<file path="src/rtl/instruction_fetch_unit.sv">
// Fetch stage of the multicycle RV32I core.
// Owns the PC and fetches one word per request into the instruction register.
module instruction_fetch_unit #(
   parameter logic [31:0] RESET_PC       = 32'h0000_0000,
   parameter int unsigned TIMEOUT_CYCLES = 16
) (
   input  logic        clk,
   input  logic        reset,
   input  logic        fetch_start,
   input  logic        pc_write,
   input  logic [31:0] pc_next,
   output logic        mem_req,
   output logic [31:0] mem_addr,
   input  logic        mem_ready,
   input  logic [31:0] mem_rdata,
   output logic        ir_write,
   output logic [31:0] instr_data,
   output logic [31:0] pc,
   output logic [31:0] pc_old,
   output logic        fetch_done,
   output logic        busy,
   output logic        fetch_fault,
   output logic [1:0]  fault_code
);

   localparam int CW = (TIMEOUT_CYCLES > 2) ? $clog2(TIMEOUT_CYCLES) : 1;
   localparam logic [CW-1:0] TMAX = CW'(TIMEOUT_CYCLES - 1);

   typedef enum logic [1:0] {
      IDLE  = 2'd0,
      BUSY  = 2'd1,
      DONE  = 2'd2,
      FAULT = 2'd3
   } state_t;

   state_t        state;
   state_t        state_next;
   logic [CW-1:0] counter;
   logic          accept;
   logic          aligned;
   logic          to_hit;

   // DONE behaves like IDLE for acceptance, enabling back-to-back fetches
   assign accept  = fetch_start && (state == IDLE || state == DONE);
   assign aligned = (pc[1:0] == 2'b00);
   assign to_hit  = (TIMEOUT_CYCLES != 0) && (counter == TMAX);

   // State register
   always_ff @(posedge clk or negedge reset) begin
      if (!reset) begin
         state <= IDLE;
      end else begin
         state <= state_next;
      end
   end

   // Next-state decode
   always_comb begin
      state_next = state;
      unique case (state)
         IDLE, DONE: begin
            state_next = IDLE;
            if (fetch_start) begin
               state_next = aligned ? BUSY : FAULT;
            end
         end
         BUSY: begin
            if (mem_ready) begin
               state_next = DONE;
            end else if (to_hit) begin
               state_next = FAULT;
            end
         end
         FAULT:   state_next = IDLE;
         default: state_next = IDLE;
      endcase
   end

   // Moore outputs straight from state so reset drops them at once
   always_comb begin
      mem_req     = (state == BUSY);
      ir_write    = (state == DONE);
      fetch_done  = (state == DONE);
      fetch_fault = (state == FAULT);
      busy        = (state != IDLE);
   end

   // Datapath: PC, latched address, fetched word, fault cause, wait counter
   always_ff @(posedge clk or negedge reset) begin
      if (!reset) begin
         pc         <= RESET_PC;
         pc_old     <= RESET_PC;
         mem_addr   <= RESET_PC;
         instr_data <= 32'h0;
         fault_code <= 2'b00;
         counter    <= '0;
      end else begin
         if (accept) begin
            if (aligned) begin
               mem_addr   <= pc;
               counter    <= '0;
               fault_code <= 2'b00;
            end else begin
               fault_code <= 2'b01;
            end
         end
         if (state == BUSY) begin
            if (mem_ready) begin
               instr_data <= mem_rdata;
               pc_old     <= mem_addr;
               pc         <= mem_addr + 32'd4;
            end else if (to_hit) begin
               fault_code <= 2'b10;
            end else begin
               counter <= counter + 1'b1;
            end
         end
         if (pc_write) begin
            pc <= pc_next;
         end
      end
   end

endmodule

</file>
<file path="config.mk">
export PLATFORM = sky130hd
export DESIGN_NAME = instruction_fetch_unit
export DESIGN_NICKNAME = d
export VERILOG_FILES = /design/src/rtl/instruction_fetch_unit.sv
export SDC_FILE = /design/constraint.sdc
export NUM_CORES = 1
export LEC_CHECK = 0
export ABC_CLOCK_PERIOD_IN_PS = 1500
export BUFFER_PORTS_ARGS = -buffer_cell sky130_fd_sc_hd__buf_2
export CAP_MARGIN = 10
export CORE_AREA = 2 2 127 129
export CTS_CLUSTER_SIZE = 12
export DETAILED_ROUTE_END_ITERATION = 8
export DIE_AREA = 0 0 129 131
export GPL_ROUTABILITY_DRIVEN = 1
export PLACE_DENSITY = 0.73
export SETUP_SLACK_MARGIN = 0.02
export SLEW_MARGIN = 15
export SYNTH_ARGS = -nofsm -noshare
export SYNTH_HDL_FRONTEND = slang
export SYNTH_SLANG_ARGS = --single-unit
</file>
<file path="constraint.sdc">
create_clock -name clk -period 1.5 [get_ports clk]
set_input_delay 0.075 -clock clk [delete_from_list [all_inputs] [get_ports clk]]
set_output_delay 0.075 -clock clk [all_outputs]
set_load 0.01 [all_outputs]
</file>
==> reports/metrics.yaml <==
status: "finished, violations left"
violations: "setup timing"
fin_ws_ns: -0.1821
dieHeight_um: 131
synth_seq_cells: 136
gp_congestion: 0.7956
dr.first_iter.drc_count: 353
r2r_cells: 5
htree_levels: 4
num_io_pins: 204
postRouteAntennaNets: 0
worstSetupPathType: "flop to flop"
grt_remaining_overflow: 0
die_w_um: 129
placedCellCount: 1090
hold_path.class: "input pin to flop"
holdPathEnd: "pc[30]$_DFFE_PN0P_"
relSlewSlack_pct: 68.04
async_flop_share_pct: 100.0
cpLargestDelayFamily: "simple AND/OR/NAND/NOR gates"
max_clock_freq_mhz: 594.5
finClkSkew_ns: 0.01107
yosysSeqAreaShare_pct: 55.93
cp_max_fo: 4
insertion_delay_ns: 0.42
required_ns: 1.78
antenna_found_initial: 0
startpoint_type: "flop"
fillCellCount: 1246
area_growth_pct: 60.68
initial_utilization_pct: 39.01
ys.flop_type: "dfrtp_1"
grt_pass1_wl_mm: 29.61
diodes: 0
io_buffer_count: 203
layout_min_cycle_time_ns: 1.682
grt_max_degree: 56
drtPass1Iterations: 5
reg2reg_to: "pc[17]$_DFFE_PN0P_"
power.leakage_nw: 5.071
holdPathStages: 4
grtUsageTotal_pct: 22.64
synthDominantAreaCellType: "dfrtp_1"
critPathSlowestCell: "or4_4"
dieArea_sq_mm: 0.01690
rsz0062_at_grt: "true"
multi_input_area_sq_mm: 0.002774
drv_slew: 0
yosysTopAreaCellShare_pct: 55.93
drv_cap: 0
netlist-cell-type-count: 50
setup_viol: 42
fin_cells: 1211
ir_drop_mv: 0.9855
design_area_sq_mm: 0.009777
core_sq_mm: 0.01560
r2r-start: "mem_addr[4]$_DFFE_PN0P_"
ys_warn_count: 0
powerDensity_mw_per_mm2: 1795
path_clk_slew_ns: 0.06
finalCritPeriodShare_pct: 112.1
yosys-top-cells-area: "dfrtp_1 (56%), nand2_1 (15%), mux2_2 (5.6%), xor2_1 (1.9%), o21ai_0 (1.5%)"
drive_gt1_share_pct: 40.80
hpwl_mm: 12.63
detail_route.wl_per_cell_um: 17.03
cp.arrival_ns: 1.97
grt_pass1_vias: 5806
place_area_sq_mm: 0.007921
drcViolationCount: 0
syn-instance-count: 633
tightest_slew_ns: 0.4795
vias: 5934
syn_area_sq_mm: 0.006085
cts_sinks: 136
clock-root-buffer: "clkbuf_16"
crit_path_cell_trace: "nand4_2 > or4_4 > nor2_1 > xnor2_1 > o221ai_1"
regArea_sq_mm: 0.003413
crit_buf_inv: 0
cp-end-kind: "flop"
tritoncts: "built"
std_cell_rows: 46
wl_mm: 20.62
avgViaCountPerCell: 4.900
cts_max_path_buffers: 2
hold_start: "pc_next[30]"
hold_viol_final: 0
r2r_slack_ns: -0.18
synth.net_count: 704
slowest_delay_ns: 0.57
synth_edf_count: 0
cts_made_buffers: 17
nNetsFinal: 1053
synth.avg_cell_area_sq_um: 9.612
-- layer usage --
metal	track usage [%]	vias to the layer above	part of all wire (%)
met4	7.161	0	1.5
met2	38.56	233	48
met1	28.17	2874	44
met5	0	-	0
met3	6.189	23	6.5
li1	-	2804	-
-- kinds of logic after synthesis --
group / after synthesis / share of synthesized area [%]
XOR/XNOR: 22 / 3.167
multiplexers: 36 / 6.539
adder cells (fa/ha/maj): 2 / 0.4112
AO/OA/AOI/OAI: 61 / 6.519
flip-flops: 136 / 55.93
AND/OR/NAND/NOR: 334 / 23.87
buffers and inverters: 42 / 3.557
-- placed cells by master (no fill, tap or decap), drive strengths merged, types with 2 or more instances in the layout --
cell type    count
nand4b           2
and4             7
inv              4
dlygate4sd3     64
or4              2
buf            297
ha               2
nor3             6
nor2b            5
o21ai           23
nor2            20
xnor2            9
o221ai          11
and2             9
nand2b           2
clkinvlp         3
mux2            30
nand3           13
a21oi           12
or3              2
clkinv           3
a31oi            2
nand2          246
nand4           11
a21o             5
clkbuf          31
dfrtp          136
mux2i            6
o2111ai          2
xor2            13
and3             7
-- timing repair --
item / CTS / global route
setup endpoints to repair: 33 / 77
gates cloned: 2 / 9
hold buffers: 64 / 0
hold endpoints to repair: 139 / 0
setup buffers: 9 / 9
pin swaps: 23 / 17
gates resized for setup: 28 / 60
-- power by group --
group          internal, W  switching (W)  leakage [nW]
clock              0.00249        0.00157         0.275
sequential         0.00509        0.00101          1.68
combinational      0.00365        0.00374          3.11
-- how the worst max path moves through the flow --
stage / from / to / slack, ns / cells past startpoint
6_report: mem_addr[4]$_DFFE_PN0P_ / pc[17]$_DFFE_PN0P_ / -0.18 / 5
5_1_grt: mem_addr[5]$_DFFE_PN0P_ / pc[17]$_DFFE_PN0P_ / -0.29 / 5
4_1_cts: mem_addr[4]$_DFFE_PN0P_ / pc[19]$_DFFE_PN0P_ / -0.13 / 5
3_5_place_dp: mem_addr[9]$_DFFE_PN0P_ / pc[23]$_DFFE_PN0P_ / -0.13 / 6
3_3_place_gp: mem_addr[3]$_DFFE_PN0P_ / pc[14]$_DFFE_PN0P_ / -0.10 / 6
2_1_floorplan: mem_addr[2]$_DFFE_PN0P_ / pc[14]$_DFFE_PN0P_ / -0.18 / 6
-- cell type report --
cell class              instances  share of cell area [%]
flip-flops and latches        136                   34.91
multi-input cells             456                   28.37
repair buffers                367                   27.94
well taps                     216                   2.764
clock inverters                 7                  0.6911
inverters                       4                  0.1536
clock buffers                  25                   5.170
-- worst reg2reg max path: stages, from the launching register on --
cell and delay (ns):
dfrtp_1 0.40, nand4_2 0.14, or4_4 0.57, nor2_1 0.16
xnor2_1 0.14, o221ai_1 0.13
-- cells in the mapped netlist (2+ instances only) --
cell and number:
buf_4 4, mux2_2 30, nor3_1 5, o221ai_1 10
nand4_1 9, buf_2 10, or3_1 2, a21oi_1 12
nand3_1 13, inv_1 4, nor2_1 19, and4_1 6
buf_1 3, and2_1 8, clkbuf_1 16, nand2_1 246
ha_1 2, o21ai_0 18, nand4b_1 2, o21ai_1 5
nor2b_1 5, dfrtp_1 136, o2111ai_1 2, xnor2_1 9
xor2_1 13, buf_6 2, nand4_2 2, mux2i_1 6
a21o_1 5, nand2b_1 2, and3_1 7, a31oi_1 2
-- registers in the layout, summed over array words and instances, names as in the netlist --
register	flops
mem_addr	32
fault_code	2
instr_data	32
state	2
counter	4
pc	32
pc_old	32
-- per-stage QoR --
stage / hold WS (ns) / total power (W) / setup slack (ns) / utilization [%] / setup TNS, ns
2_1_floorplan: -0.2206 / 0.009202 / -0.1759 / - / -1.194
3_3_place_gp: 0.04401 / 0.01225 / -0.1011 / 50.79 / -0.8955
3_5_place_dp: 0.04945 / 0.01244 / -0.1323 / 50.79 / -1.678
4_1_cts: 0.02251 / 0.01697 / -0.1252 / 60.04 / -0.9061
5_1_grt: 0.03748 / 0.01862 / -0.2894 / 62.68 / -5.731
6_report: 0.02379 / 0.01755 / -0.1821 / 62.68 / -2.790
No activity file was read; power rests on OpenSTA's default activity.
